===== config.mk =====
export PLATFORM = sky130hd
export DESIGN_NAME = sysid_check_master
export DESIGN_NICKNAME = d
export VERILOG_FILES = /design/src/rtl/sysid_check_pkg.sv /design/src/rtl/sysid_check_timer.sv /design/src/rtl/sysid_check_master.sv
export SDC_FILE = /design/constraint.sdc
export NUM_CORES = 1
export LEC_CHECK = 0
export ABC_AREA = 1
export BUFFER_PORTS_ARGS = -buffer_cell sky130_fd_sc_hd__buf_2
export CAP_MARGIN = 20
export CORE_ASPECT_RATIO = 1.4
export CORE_MARGIN = 8
export CORE_UTILIZATION = 45
export DETAILED_ROUTE_END_ITERATION = 6
export PLACE_DENSITY = 0.76
export SLEW_MARGIN = 20
export SYNTH_ARGS = -nofsm -noshare
export SYNTH_HDL_FRONTEND = slang
export SYNTH_SLANG_ARGS = --single-unit

===== constraint.sdc =====
create_clock -name clock -period 2.1 [get_ports clock]
set_input_delay 0.21 -clock clock [delete_from_list [all_inputs] [get_ports clock]]
set_output_delay 0.21 -clock clock [all_outputs]
set_load 0.02 [all_outputs]

===== src/rtl/sysid_check_pkg.sv =====
// Shared types and constants for the system-ID check master.
// The optional timeout support is enabled with SYSID_CHECK_TIMEOUT_EN.
package sysid_check_pkg;

    localparam int unsigned SYSID_DATA_W  = 32;
    localparam logic        SYSID_ADDR_ID = 1'b0;
    localparam logic        SYSID_ADDR_TS = 1'b1;

    typedef enum logic [2:0] {
        ST_IDLE,
        ST_RD_ID,
        ST_WAIT_ID,
        ST_RD_TS,
        ST_WAIT_TS,
        ST_FIN
    } sysid_state_t;

endpackage


===== src/rtl/sysid_check_timer.sv =====
// Clearable up-counter that raises o_terminal in the cycle the LIMIT-th cycle elapses.
// Only instantiated when SYSID_CHECK_TIMEOUT_EN is defined.
module sysid_check_timer #(
    parameter int unsigned LIMIT = 255
) (
    input  logic i_clock,
    input  logic i_reset,
    input  logic i_clear,
    output logic o_terminal
);

    logic [31:0] r_count;

    // Terminal while the cycle in progress is the LIMIT-th since the last clear.
    assign o_terminal = ({1'b0, r_count} + 33'd1) >= {1'b0, LIMIT};

    always_ff @(posedge i_clock or posedge i_reset) begin
        if (i_reset) begin
            r_count <= '0;
        end else if (i_clear) begin
            r_count <= '0;
        end else if (!o_terminal) begin
            r_count <= r_count + 32'd1;
        end
    end

endmodule


===== src/rtl/sysid_check_master.sv =====
// Avalon-MM reader that fetches the system ID and build timestamp and compares them.
// Define SYSID_CHECK_TIMEOUT_EN to add a per-read timeout that aborts with err_timeout.
module sysid_check_master
    import sysid_check_pkg::*;
#(
    parameter logic [31:0] EXPECTED_ID    = 32'h0000_0000,
    parameter logic [31:0] EXPECTED_TS    = 32'h0000_0000,
    parameter bit          USE_RDV        = 1'b0,
    parameter int unsigned TIMEOUT_CYCLES = 255
) (
    input  logic                    clock,
    input  logic                    reset,
    input  logic                    start,
    output logic                    busy,
    output logic                    done,
    output logic                    pass,
    output logic [SYSID_DATA_W-1:0] id_value,
    output logic [SYSID_DATA_W-1:0] ts_value,
    output logic                    err_timeout,
    output logic                    avm_address,
    output logic                    avm_read,
    input  logic                    avm_waitrequest,
    input  logic                    avm_readdatavalid,
    input  logic [SYSID_DATA_W-1:0] avm_readdata
);

    sysid_state_t r_state;
    logic         w_accept;
    logic         w_abort;
    logic         w_id_ok;

    assign w_accept = avm_read && !avm_waitrequest;
    assign w_id_ok  = (id_value == EXPECTED_ID);

`ifdef SYSID_CHECK_TIMEOUT_EN
    logic w_timed;
    logic w_progress;
    logic w_tmr_term;

    assign w_timed    = (r_state == ST_RD_ID) || (r_state == ST_WAIT_ID) ||
                        (r_state == ST_RD_TS) || (r_state == ST_WAIT_TS);
    assign w_progress = (((r_state == ST_RD_ID) || (r_state == ST_RD_TS)) && w_accept) ||
                        (((r_state == ST_WAIT_ID) || (r_state == ST_WAIT_TS)) && avm_readdatavalid);
    // Data arriving in the terminal cycle still wins over the abort.
    assign w_abort    = w_timed && !w_progress && w_tmr_term;

    sysid_check_timer #(
        .LIMIT (TIMEOUT_CYCLES)
    ) u_timer (
        .i_clock    (clock),
        .i_reset    (reset),
        .i_clear    (!w_timed || w_progress),
        .o_terminal (w_tmr_term)
    );

    always_ff @(posedge clock or posedge reset) begin
        if (reset) begin
            err_timeout <= 1'b0;
        end else if ((r_state == ST_IDLE) && start) begin
            err_timeout <= 1'b0;
        end else if (w_abort) begin
            err_timeout <= 1'b1;
        end
    end
`else
    assign w_abort     = 1'b0;
    assign err_timeout = 1'b0;
`endif

    always_ff @(posedge clock or posedge reset) begin
        if (reset) begin
            r_state     <= ST_IDLE;
            busy        <= 1'b0;
            done        <= 1'b0;
            pass        <= 1'b0;
            id_value    <= '0;
            ts_value    <= '0;
            avm_read    <= 1'b0;
            avm_address <= SYSID_ADDR_ID;
        end else begin
            done <= 1'b0;
            if (w_abort) begin
                avm_read <= 1'b0;
                pass     <= 1'b0;
                done     <= 1'b1;
                r_state  <= ST_FIN;
            end else begin
                case (r_state)
                    ST_IDLE: if (start) begin
                        busy        <= 1'b1;
                        pass        <= 1'b0;
                        avm_read    <= 1'b1;
                        avm_address <= SYSID_ADDR_ID;
                        r_state     <= ST_RD_ID;
                    end
                    ST_RD_ID: if (w_accept) begin
                        if (USE_RDV) begin
                            avm_read <= 1'b0;
                            r_state  <= ST_WAIT_ID;
                        end else begin
                            id_value    <= avm_readdata;
                            avm_address <= SYSID_ADDR_TS;
                            r_state     <= ST_RD_TS;
                        end
                    end
                    ST_WAIT_ID: if (avm_readdatavalid) begin
                        id_value    <= avm_readdata;
                        avm_read    <= 1'b1;
                        avm_address <= SYSID_ADDR_TS;
                        r_state     <= ST_RD_TS;
                    end
                    ST_RD_TS: if (w_accept) begin
                        avm_read <= 1'b0;
                        if (USE_RDV) begin
                            r_state <= ST_WAIT_TS;
                        end else begin
                            ts_value <= avm_readdata;
                            pass     <= w_id_ok && (avm_readdata == EXPECTED_TS);
                            done     <= 1'b1;
                            r_state  <= ST_FIN;
                        end
                    end
                    ST_WAIT_TS: if (avm_readdatavalid) begin
                        ts_value <= avm_readdata;
                        pass     <= w_id_ok && (avm_readdata == EXPECTED_TS);
                        done     <= 1'b1;
                        r_state  <= ST_FIN;
                    end
                    ST_FIN: begin
                        busy    <= 1'b0;
                        r_state <= ST_IDLE;
                    end
                    default: begin
                        busy     <= 1'b0;
                        avm_read <= 1'b0;
                        r_state  <= ST_IDLE;
                    end
                endcase
            end
        end
    end

endmodule


Word level (Yosys, flattened, before mapping). Index checks and enable logic that the tools add are counted.

Bits of input ports: 37. Output and inout bits: 70. Logic and storage cells: 63. Flip-flop bits (word level): 72.

Bitwise gates (word level): 2. Mux-type cells: 24. Equality and inequality tests: 10. Reduce and logical (&&, ||, !) cells: 19.

Operators with widths (number): one-hot mux 32 bit (2 select lines) (2); logical NOT 32 bit (2); 2-to-1 mux 32 bit (2); 2-to-1 mux 3 bit (5); one-hot mux 3 bit (5 select lines) (1); AND reduction 4 bit (3); inequality test 2 bit (second input constant) (5); 2-to-1 mux 1 bit (9); equality test 3 x 2 -> 1 bit (second input constant) (2); equality test 3 bit (second input constant) (2); one-hot mux 1 bit (3 select lines) (2); AND reduction 3 bit (2); nonzero test 3 bit (2); AND reduction 5 bit (1); one-hot mux 1 bit (2 select lines) (2); one-hot mux 1 bit (4 select lines) (1); nonzero test 2 bit (2); OR reduction 4 bit (1); equality test 3 x 1 -> 1 bit (second input constant) (1); logical NOT 3 bit (1); OR reduction 3 bit (1); logical AND 1 bit (2); NOT 1 bit (2); AND reduction 2 bit (1); logical NOT 1 bit (1).

Depth between registers and ports, before layout. Gate-level depths: netlist of run 1.

Depth in word-level cells: 4. Depth in mapped cells: 8. Depth with buffers taken out: 8.

Worst setup path after synthesis of run 1. No wires, ideal clock.

Path type: register to register. Start point: reg avm_read. End point: reg id_value[16]. Setup slack: 653 ps. Stages on the path, launching flop included: 9. Clock period less this slack: 1447 ps. Path buffers: 1. Data required time: 1983 ps. Data arrival time: 1330 ps. Library setup time: 117 ps. Cells stage by stage: dfrtp_1 > inv_1 > nor2_1 > nand4_1 > o21ai_2 > nand2_2 > buf_4 > nand2_1 > nand2_1.

Cells in the longest elaborated chain, start to end: 3.

RTL lines: from (decl) (line sysid_check_master.sv:21) `output logic avm_read,`; from (signal assigned) (line sysid_check_master.sv:78) `avm_read <= 1'b0;`; from (signal assigned) (line sysid_check_master.sv:83) `avm_read <= 1'b0;`; from (signal assigned) (line sysid_check_master.sv:92) `avm_read <= 1'b1;`; logical AND 1 bit (line sysid_check_master.sv:32) `assign w_accept = avm_read && !avm_waitrequest;`; inequality test 2 bit (no source line); AND reduction 3 bit (no source line); to (signal assigned) (line sysid_check_master.sv:101) `id_value <= avm_readdata;`; to (signal assigned) (line sysid_check_master.sv:107) `id_value <= avm_readdata;`; to (decl) (line sysid_check_master.sv:17) `output logic [SYSID_DATA_W-1:0] id_value,`.

Every way passes these cells. A chain may end at the register's enable or synchronous reset.

Final worst setup path of run 1.
Start point: reg r_state[0]. End point: reg id_value[19].

Cells in the longest elaborated chain, start to end: 3. Elaborated cells on any way between the ends: 7. Classes of those cells: eq/ne: 4; mux: 1; reduce/logical: 2.

RTL lines: from (decl) (line sysid_check_master.sv:27) `sysid_state_t r_state;`; from (signal assigned) (line sysid_check_master.sv:72) `r_state <= ST_IDLE;`; from (signal assigned) (line sysid_check_master.sv:86) `r_state <= ST_FIN;`; from (signal assigned) (line sysid_check_master.sv:94) `r_state <= ST_RD_ID;`; equality test 3 x 1 -> 1 bit or equality test 3 x 2 -> 1 bit (tied branches) (line sysid_check_master.sv:88) `case (r_state)`; inequality test 2 bit (no source line) or nonzero test 2 bit (tied branches); AND reduction 3 bit (no source line).

Parallel ways exist; a longest one is shown, timed or not.

==> summary by stage, run 1 <==
Outcome
The flow ran to the end, and the final reports show no timing, DRC or antenna violations.

Clock network
The post-cts resize count is 0. The clock transition time at the flip-flop clock pins of the worst setup and hold paths is 70 ps. Counting the buffers created by CTS gives 9. The clock tree from TritonCTS is built. At the later pin of the worst-skew pair, clock insertion delay measures 350 ps.

The total number of clock tree sinks is 72. The number of levels in the clock H-tree is 3. The tree is rooted in a sky130_fd_sc_hd__clkbuf_8.

The buffer depth of the longest clock path is 2.

Detailed routing
In the routed design, unresolved DRC markers number 0. After detailed routing, the number of vias per cell comes to 4.70. Summing over every cut layer, the via total after detailed routing is 2768.

In this run the remaining antenna-violating nets after routing total 0. The first detailed-routing pass took 4 iterations. In the final routed layout, each cell accounts on average for 13.8 µm. After the first detailed-routing iteration, the DRC count stood at 153.

The final layout contains routed wiring with a total length of 8140 µm.

Timing
Hold timing on the final database bottoms out at a slack of 102 ps. The final count of negative-setup-slack endpoints is 0. For this run, the top clock speed supported by timing is 0.582 GHz.

The final worst-path cycle share is 0.819. The minimum setup slack in the final design is 381 ps. The final critical path time including I/O delays and setup is 1720 ps. The final hold violation count is 0. The post-route setup TNS is 0 ps. Setup repair after global routing left no endpoint under its margin.

The maximum clock skew at final layout is 6.26 ps. The total count of max-transition violations in the final report is 0.

Hold path
In this run the most critical hold path is launched from avm_readdata[5]. The end point of the most critical hold path is ts_value[5]. The path type of the worst min-delay path is primary input to flip-flop. The worst hold path was traced through 3 stages.

Synth
The number of warnings issued by yosys is 0. Averaged over all synthesized cells, the footprint is 8.27 µm². In the synthesized netlist the async set-or-reset flop fraction comes to 1.00. The proportion of netlist area held by the largest area contributor is 0.568. sky130_fd_sc_hd__nand2_1 is the most common cell in the netlist.

The number of enable-type register cells in the synthesized netlist is 0. After technology mapping, the gate count stands at 383. The number of distinct library cells after synthesis is 19. The synthesized area is 3170 µm². The biggest area contributor in the post-synthesis netlist is sky130_fd_sc_hd__dfrtp_1. Synthesis inferred 72 register bits.

The register area share after synthesis is 0.568. Synthesis produced a netlist with a net count of 420. The most used flip-flop cell after synthesis is sky130_fd_sc_hd__dfrtp_1. After synthesis, the cell types taking the most area are sky130_fd_sc_hd__dfrtp_1, sky130_fd_sc_hd__nand2_1, sky130_fd_sc_hd__nor2_1. The commonest cells after synthesis are sky130_fd_sc_hd__nand2_1, sky130_fd_sc_hd__dfrtp_1, sky130_fd_sc_hd__nor2_1.

Die
The initial standard-cell utilization of the core is 0.460. The die height is 115 µm. Measured along the x axis, the die boundary spans 86.9 µm. The floorplan step defined a die boundary enclosing 10000 µm². 107 I/O pins were placed.

The total number of placement rows is 36. The total area inside the core boundary comes to 6890 µm².

Setup path
The cell that appears most often on the critical path is sky130_fd_sc_hd__o21ai_2. The kind of end point of the critical path is a flip-flop. The capture instance of the worst register-to-register path is id_value[19]. Among cell families on the critical path, the largest total delay comes from simple AND/OR/NAND/NOR gates. The worst register-to-register path has a depth of 7. In this run the critical register-to-register path is launched from r_state[0].

The kind of start point of the critical path is a flip-flop. For this design, the slowest cell found on the critical path is sky130_fd_sc_hd__dfrtp_1. Traced cell by cell, the critical path runs through nor2_1 > inv_1 > o21ai_2 > nand2_2 > buf_4 > nand2_1 > o21ai_2. The count of buffering cells on the critical path with inverters included is 2.

The setup slack of the most critical reg-to-reg path is 380 ps. The worst setup path is of the flip-flop to flip-flop kind. The maximum cell stage delay along the critical path is 440 ps. The required arrival time at the worst endpoint is 2340 ps. Of all nets on the critical path, the largest fanout is 17. The critical path data arrival time is 1960 ps.

Layout
The count of non-filler cells in the finished layout is 589. The number of fillers in the final layout is 641. With fillers left out, the area of the finished cells amounts to 3960 µm². The number of nets in the layout is 528. The count of inserted antenna diode cells is 0.

The area growth from synthesis to layout is 25.0%. The share of final-layout standard cells stronger than drive strength 1 is 0.277.

Placement
The final weighted congestion in routability-driven placement is 0.807. The placed instance count is 574. Detailed placement finished with a half-perimeter wire length of 6030 µm. The count of buffers inserted at the top-level ports is 105. OpenSTA, run right after detailed placement, puts the worst setup slack at 404 ps. The placed cell area is 3780 µm².

GRT
The number of global-route vias before repair is 2851. The total routing resource utilization after global routing is 0.174. Global routing finished with a remaining overflow of 0.

The initial antenna violation count came to 0. The first global-routing pass estimated 13400 µm of wire. The largest net degree at the start of global routing is 73.

Power and ir drop
IR analysis of the VDD net gives a maximum drop of 0.883 mV. The analysis attributes to cell leakage a power of 2.13 nW. Power spread over the standard cell area amounts to 1670 nW/µm².

Flow run
The tool flagged a number of max-cap violations equal to 0.
## kinds of logic (layout without fill, tap and decap cells)
kind of cell    count (synthesis)  after routing  share of synthesized area
simple gates                  197            197                      0.248
flops                          72             72                      0.568
buf+inv                        61            172                     0.0888
compound gates                 52             52                     0.0936
other cells                     1              1                    0.00118
## registers in the layout, summed over array words and instances, names as in the netlist
signal / cells
id_value: 32
ts_value: 32
r_state: 3
avm_address: 1
avm_read: 1
busy: 1
done: 1
pass: 1
## layout by cell type, fill, tap and decap left out, drive strengths merged
cell type    instances
dlygate4sd3          1
nor3                 1
nor2                62
nand4                3
conb                 1
o21ai               38
o31ai                1
inv                 45
buf                112
a21oi               13
nand2              105
dfrtp               72
nand3               26
clkbuf              14
## worst min-delay path: cells and delay by family
kind            cells  cell delay [ps]
simple gates        1               50
compound gates      1               50
buf+inv             1              100
## how the worst max path moves through the flow
stage	start	end	slack (ps)	cells past startpoint
4_1_cts	r_state[0]	id_value[19]	390	7
5_1_grt	r_state[0]	id_value[1]	200	7
6_report	r_state[0]	id_value[19]	380	7
3_3_place_gp	r_state[0]	id_value[23]	480	7
2_1_floorplan	reset	avm_address	70	1
3_5_place_dp	r_state[0]	id_value[19]	400	7
## per-stage QoR
step / power (mW) / utilization
CTS: 6.70 / 0.575
global route: 7.14 / 0.575
floorplan: 4.61 / -
detailed placement: 5.68 / 0.548
finish: 6.62 / 0.575
global placement: 5.56 / 0.548
## per-layer routing
layer,vias up,part of all wire,GRT usage,routed length [µm]
met1,1271,0.41,0.196,3340
met5,-,0,0,0
met4,0,0.019,0.0773,157
met2,86,0.49,0.284,4010
met3,10,0.077,0.0665,626
li1,1401,-,-,-
## timing repair
| item | in CTS | in global routing |
|---|---|---|
| hold buffers | 1 | 0 |
| setup buffers | 0 | 0 |
| hold endpoints to repair | 72 | 0 |
## final cells by class
cell class | count | area (µm²) | area share
multi-input combinational | 250 | 1100 | 0.277
tap | 95 | 119 | 0.0300
clock buffer | 14 | 173 | 0.0436
sequential | 72 | 1800 | 0.455
timing repair buffer | 113 | 601 | 0.152
inverter | 45 | 169 | 0.0427
## power breakdown
part | switching (mW) | internal (mW)
Sequential | 0.427 | 2.07
Combinational | 2.11 | 1.02
Clock | 0.474 | 0.514
No activity file was read; power rests on OpenSTA's default activity.
==> inputs of run 2 (changes only) <==
- PLACE_DENSITY: 0.76 -> 0.73
- clock period: 2.1 -> 1.7 ns (I/O delays scaled with it)
==> run 2 against run 1 <==
Sequential share of layout area fell by 0.67 points. Final cell count rose by 0.68%. Core utilization rose by 0.85 points. Clock-buffer cell count did not move. Via count barely moved. Hold slack got worse by 35 ps. Cell area rose by 1.5%. Total power rose by 25%.
==> summary by stage, run 2 (same netlist as run 1, synthesis figures left out) <==
Outcome
The flow ran to the end, and the final reports show no timing, DRC or antenna violations.

Timing
The maximum clock skew at final layout is 11.6 ps (+5.37 ps). The post-route setup TNS was 0 ps (unchanged). The maximum achievable frequency is 0.657 GHz (+13%). The total count of max-transition violations in the final report is 0 (unchanged).

The final worst-path cycle share is 0.896 (+0.0770). Setup repair after global routing left no endpoint under its margin. The final count of negative-setup-slack endpoints came to 0 (unchanged). The final hold violation count is 0 (unchanged). The final critical path time including I/O delays and setup came to 1520 ps (-197 ps). The worst hold-check slack is 67.3 ps (-34.9 ps).

The minimum setup slack in the final design is 177 ps (-203 ps).

Layout
The utilization after layout is 0.583 (+0.00853). The number of nets in the layout is 530 (+0.38%). The top cell types in the final layout, fill and taps aside, are sky130_fd_sc_hd__buf_2, sky130_fd_sc_hd__nand2_1, sky130_fd_sc_hd__dfrtp_1.

The largest registers in the layout are id_value x32, ts_value x32, r_state x3. The count of non-filler cells in the finished layout is 593 (+0.68%). The area of all placed cells without fillers is 4020 µm² (+1.5%). The most common cell after layout, fill and taps aside is sky130_fd_sc_hd__buf_2. From synthesis to final layout, the design area changed by 26.8%. The share of final-layout standard cells stronger than drive strength 1 is 0.285 (+0.00781). The count of inserted antenna diode cells is 0 (unchanged).

Detailed routing
The remaining antenna violation count after routing was 0 (unchanged). The detailed-route wire length was 8120 µm (-0.16%). The post-detailed-route via-to-cell ratio is 4.67 (-0.71%).

The post-detailed-route wirelength per cell is 13.7 µm (-0.83%). The length of the first detailed-routing pass in iterations is 4 (unchanged). The total via count after detailed routing is 2767 (-0.036%). The DRC violation total after the first TritonRoute iteration was 150 (-2.0%). The remaining design rule violation count was 0 (unchanged).

Die
The initial standard-cell utilization of the core is 0.460 (unchanged). The die footprint is 10000 µm² (unchanged). The horizontal die dimension was 86.9 µm (unchanged).

The die height is 115 µm (unchanged). The count of boundary I/O pins is 107 (unchanged). The total number of placement rows is 36 (unchanged).

The area inside the core boundary came to 6890 µm² (unchanged).

Setup path
The startpoint-to-endpoint class of the critical path is flip-flop to flip-flop. The kind of end point of the critical path is a flip-flop. The worst register-to-register path begins at r_state[0]. The highest-delay cell along the critical path is sky130_fd_sc_hd__dfrtp_1. The worst setup path is launched from a flip-flop. The required arrival time at the worst endpoint is 1970 ps (-370 ps).

The maximum cell stage delay along the critical path is 450 ps (about the same). The critical path goes through nor2_2 > nand2_1 > o21ai_4 > buf_12 > nor2_1 > a21oi_1. The worst-case reg-to-reg path depth is 6 (-1). Tracing the worst setup path back leads to its startpoint at r_state[0]. The setup slack of the most critical reg-to-reg path is 180 ps (-200 ps). The critical path data arrival time was 1790 ps (-170 ps). The maximum fanout encountered on the critical timing path is 34 (+17).

Flow run
The reported max-cap violation count is 0 (unchanged).

Placement
The placed instance count is 576 (+0.35%). The placed cell area is 3820 µm² (+1.2%). The worst setup slack before clock tree synthesis is 164 ps (-240 ps). The count of buffers inserted at the top-level ports came to 105 (unchanged).

The sum of net half-perimeters after detailed placement is 6050 µm (+0.40%). The final weighted congestion in routability-driven placement was 0.851 (+5.4%).

GRT
The remaining global-route overflow is 0 (unchanged). The largest net degree at the start of global routing is 73 (unchanged). The initial antenna violation count is 0 (unchanged). The total routing resource utilization after global routing is 0.173 (-0.000756). The number of global-route vias before repair is 2787 (-2.2%). The first-pass GRT wire length is 13500 µm (about the same).

Clock network
In this run the clock root is driven by a sky130_fd_sc_hd__clkbuf_8. The clock transition time at the flip-flop clock pins of the worst setup and hold paths is 80 ps (about the same). The buffer depth of the longest clock path is 2 (unchanged).

The total number of clock tree sinks is 72 (unchanged). The number of buffers added by the clock tree synthesis step is 9 (unchanged). The clock tree from TritonCTS is built.

The post-CTS setup buffer count is 0 (unchanged). The worst-skew pair later-pin latency is 350 ps (about the same). The number of levels in the clock H-tree is 3 (unchanged).

Power and ir drop
The power after layout is 8.28 mW (+25%). The total power density per cell area was 2060 nW/µm² (+23%). The largest vdd supply drop is 0.995 mV (+13%). The static leakage is 2.15 nW (+0.67%).

Hold path
The beginning of the worst hold path is avm_readdata[14]. The depth of the worst hold-timing path came to 3 (unchanged). The path type of the worst min-delay path is primary input to flip-flop.
-- run 2: layer usage --
| metal | share of wire | up-vias | global-route usage |
|---|---|---|---|
| li1 | - | 1408 | - |
| met1 | 0.41 | 1272 | 0.200 |
| met2 | 0.49 | 77 | 0.281 |
| met3 | 0.076 | 10 | 0.0658 |
| met4 | 0.017 | 0 | 0.0692 |
| met5 | 0 | - | 0 |
-- run 2: path summary, 6_finish.rpt --
kind                                     end
worst max register to register   ts_value[1]
min in group asynchronous       ts_value[14]
worst min register to register          pass
worst max-delay path             ts_value[1]
worst min-delay path            ts_value[14]
max in group asynchronous       id_value[29]
-- run 2: area by class of cell --
cell class	instances	area, µm²
clock buffers	14	173
clock inverters	2	12.5
fillers	642	2870
inverters	45	173
multi-input cells	250	1100
flip-flops and latches	72	1800
well taps	95	119
repair buffers	115	641
-- run 2: report_power, final --
group / leakage [nW] / switching [mW] / internal, mW
combinational: 1.18 / 2.59 / 1.32
sequential: 0.871 / 0.542 / 2.55
clock: 0.0927 / 0.625 / 0.649
-- run 2: timing repair --
action	CTS	global route
setup endpoints to repair	0	1
hold buffers	1	0
endpoints found under the hold margin	72	0
gates resized for setup	0	1
-- run 2: critical path, delay by kind of cell (launching register included) --
family / cells / cell delay [ps]
buffers and inverters: 1 / 200
and+or+nand+nor: 3 / 420
AOI/OAI and AO/OA: 2 / 340
DFF: 1 / 450
==> inputs of run 3 (changes only) <==
- BUFFER_PORTS_ARGS: -buffer_cell sky130_fd_sc_hd__buf_2 -> default
- DONT_BUFFER_PORTS: default -> 1
- PLACE_DENSITY: 0.73 -> default
==> run 3 against run 2 <==
Hold slack got worse by 30 ps. Register-to-register slack improved by 30 ps. Sequential share of layout area rose by 2.7 points. Global-route usage fell by 0.45 points. Wire length fell by 0.84%. Critical path depth fell by 1. Critical endpoint is now avm_address. Highest routed layer unchanged. Fmax rose by 1.9%. Sequential power rose by 37%. Final cell count fell by 12%. Clock-buffer cell count fell by 3.
==> summary by stage, run 3 (same netlist as run 1, synthesis figures left out) <==
Outcome
The flow ran to the end, and the final reports show no timing, DRC or antenna violations.

Clock network
The clock tree from TritonCTS is built. The total number of clock tree sinks was 72 (unchanged). The number of levels in the clock H-tree came to 3 (unchanged). The clock transition time at the flip-flop clock pins of the worst setup and hold paths came to 70 ps (about the same). CTS placed an instance of sky130_fd_sc_hd__clkbuf_8 at the clock tree root.

The number of buffers added by the clock tree synthesis step was 9 (unchanged). The buffer depth of the longest clock path was 2 (unchanged). The worst-skew pair later-pin latency was 340 ps (about the same). The post-CTS setup buffer count is 0 (unchanged).

Setup path
The required arrival time at the worst endpoint is 1900 ps (-70 ps). The critical path data arrival time was 1690 ps (-100 ps). The setup slack of the most critical reg-to-reg path is 210 ps (+30 ps). The worst setup path is captured at a flip-flop. The worst-case reg-to-reg path depth is 5 (-1).

The capture instance of the worst register-to-register path is avm_address. The start point of the critical path is r_state[0]. The reg-to-reg critical path startpoint is r_state[0]. The maximum cell stage delay along the critical path came to 450 ps (about the same). The maximum fanout encountered on the critical timing path is 29 (-15%). STA classifies the critical path startpoint as a flip-flop. The largest individual stage delay along the critical path comes from the cell sky130_fd_sc_hd__dfrtp_1. The signal on the critical path passes through nor2_2 > nand3_1 > nand2_2 > buf_4 > o21ai_0. The critical path is of the flip-flop to flip-flop type.

Timing
The total count of max-transition violations in the final report is 0 (unchanged). The final count of negative-setup-slack endpoints came to 0 (unchanged). Setup repair after global routing left no endpoint under its margin. The maximum achievable frequency is 0.669 GHz (+1.9%).

The final critical path time including I/O delays and setup is 1490 ps (-29.0 ps). The final hold violation count is 0 (unchanged). The final worst-path cycle share is 0.879 (-0.0171). The minimum setup slack in the final design is 206 ps (+29.0 ps). The post-route setup TNS is 0 ps (unchanged).

The worst hold-check slack came to 37.0 ps (-30.3 ps). The maximum clock skew at final layout came to 7.20 ps (-4.43 ps).

Layout
The number of nets in the layout is 458 (-14%). The utilization after layout is 0.550 (-0.0332). Compared with the post-synthesis result, the final layout area differs by 19.6%. In the final layout, the registers with the most flip-flops are id_value x32, ts_value x32, r_state x3. The area of all placed cells without fillers was 3790 µm² (-5.7%). The share of final-layout standard cells stronger than drive strength 1 came to 0.0871 (-0.198). The count of inserted antenna diode cells is 0 (unchanged). The count of non-filler cells in the finished layout is 520 (-12%).

The library cell used most frequently in the layout, excluding fill and tap cells, is sky130_fd_sc_hd__nand2_1. Leaving out fill and tap cells, the most frequent cells in the layout are sky130_fd_sc_hd__nand2_1, sky130_fd_sc_hd__dfrtp_1, sky130_fd_sc_hd__nor2_1.

Placement
The sum of net half-perimeters after detailed placement is 5590 µm (-7.7%). The placed instance count is 472 (-18%). The worst setup slack before clock tree synthesis is 154 ps (-10.2 ps). The final weighted congestion in routability-driven placement came to 0.855 (+0.53%). The count of buffers inserted at the top-level ports is 0 (-100%). The placed cell area is 3300 µm² (-14%).

Flow run
The reported max-cap violation count is 0 (unchanged).

Die
The initial standard-cell utilization of the core is 0.460 (unchanged). The total number of placement rows is 36 (unchanged). The area inside the core boundary is 6890 µm² (unchanged). The count of boundary I/O pins was 107 (unchanged). The horizontal die dimension is 86.9 µm (unchanged). The die height came to 115 µm (unchanged).

The die footprint came to 10000 µm² (unchanged).

Power and ir drop
The static leakage was 1.84 nW (-14%). The largest vdd supply drop was 0.919 mV (-7.6%). The total power density per cell area came to 1960 nW/µm² (-4.7%). The power after layout is 7.44 mW (-10%).

Detailed routing
The length of the first detailed-routing pass in iterations is 4 (unchanged). The remaining antenna violation count after routing is 0 (unchanged). The post-detailed-route via-to-cell ratio is 4.89 (+4.9%). The post-detailed-route wirelength per cell is 15.5 µm (+13%). The remaining design rule violation count came to 0 (unchanged). The total via count after detailed routing is 2545 (-8.0%). The detailed-route wire length is 8050 µm (-0.84%). The DRC violation total after the first TritonRoute iteration came to 138 (-8.0%).

GRT
The initial antenna violation count came to 0 (unchanged). The total routing resource utilization after global routing is 0.168 (-0.00450). The first-pass GRT wire length was 13000 µm (-3.5%). The number of global-route vias before repair came to 2628 (-5.7%). The largest net degree at the start of global routing came to 73 (unchanged).

The remaining global-route overflow is 0 (unchanged).

Hold path
The beginning of the worst hold path is start. The path type of the worst min-delay path is primary input to flip-flop. For hold timing, the worst endpoint is busy. The depth of the worst hold-timing path came to 2 (-1).
[run 3: cell count changes in the layout (fill, tap and decap cells not counted), sizes merged]
cell / previous run / this run
clkbuf: 14 / 11
buf: 114 / 10
dlygate4sd3: 1 / 33
clkinv: 1 / 3
[run 3: worst max path at each step]
stage,end,slack [ps],cells past startpoint
6_report,avm_address,210,5
5_1_grt,id_value[15],60,8
4_1_cts,avm_address,160,5
3_5_place_dp,avm_address,150,5
3_3_place_gp,avm_address,210,5
2_1_floorplan,id_value[16],250,8
[run 3: cell type report]
| class | count | area (µm²) |
|---|---|---|
| clock buffer | 11 | 131 |
| clock inverter | 4 | 22.5 |
| fill | 642 | 3100 |
| inverter | 45 | 173 |
| multi-input combinational | 250 | 1100 |
| sequential | 72 | 1800 |
| tap | 95 | 119 |
| timing repair buffer | 43 | 443 |
[run 3: critical path, delay by kind of cell (launching register included)]
| kind | cells | cell delay [ps] |
|---|---|---|
| simple gates | 3 | 450 |
| compound gates | 1 | 140 |
| buf+inv | 1 | 320 |
| flops | 1 | 450 |
[run 3: routing by layer]
metal  part of all wire  GRT usage  vias up
met4              0.023     0.0761        0
met5                  0          0        -
li1                   -          -     1260
met2               0.48      0.271       96
met1               0.39      0.185     1176
met3               0.10     0.0780       13
[run 3: repair_timing]
| item | CTS | global route |
|---|---|---|
| endpoints found under the hold margin | 136 | 0 |
| hold buffers | 33 | 0 |
| setup endpoints to repair | 0 | 1 |
| gates resized for setup | 0 | 1 |
[run 3: report_power, final]
part | total, mW | switching [mW] | internal [mW]
logic | 2.08 | 1.26 | 0.822
registers | 4.25 | 1.71 | 2.55
clock network | 1.11 | 0.594 | 0.515
total | 7.44 | 3.56 | 3.88
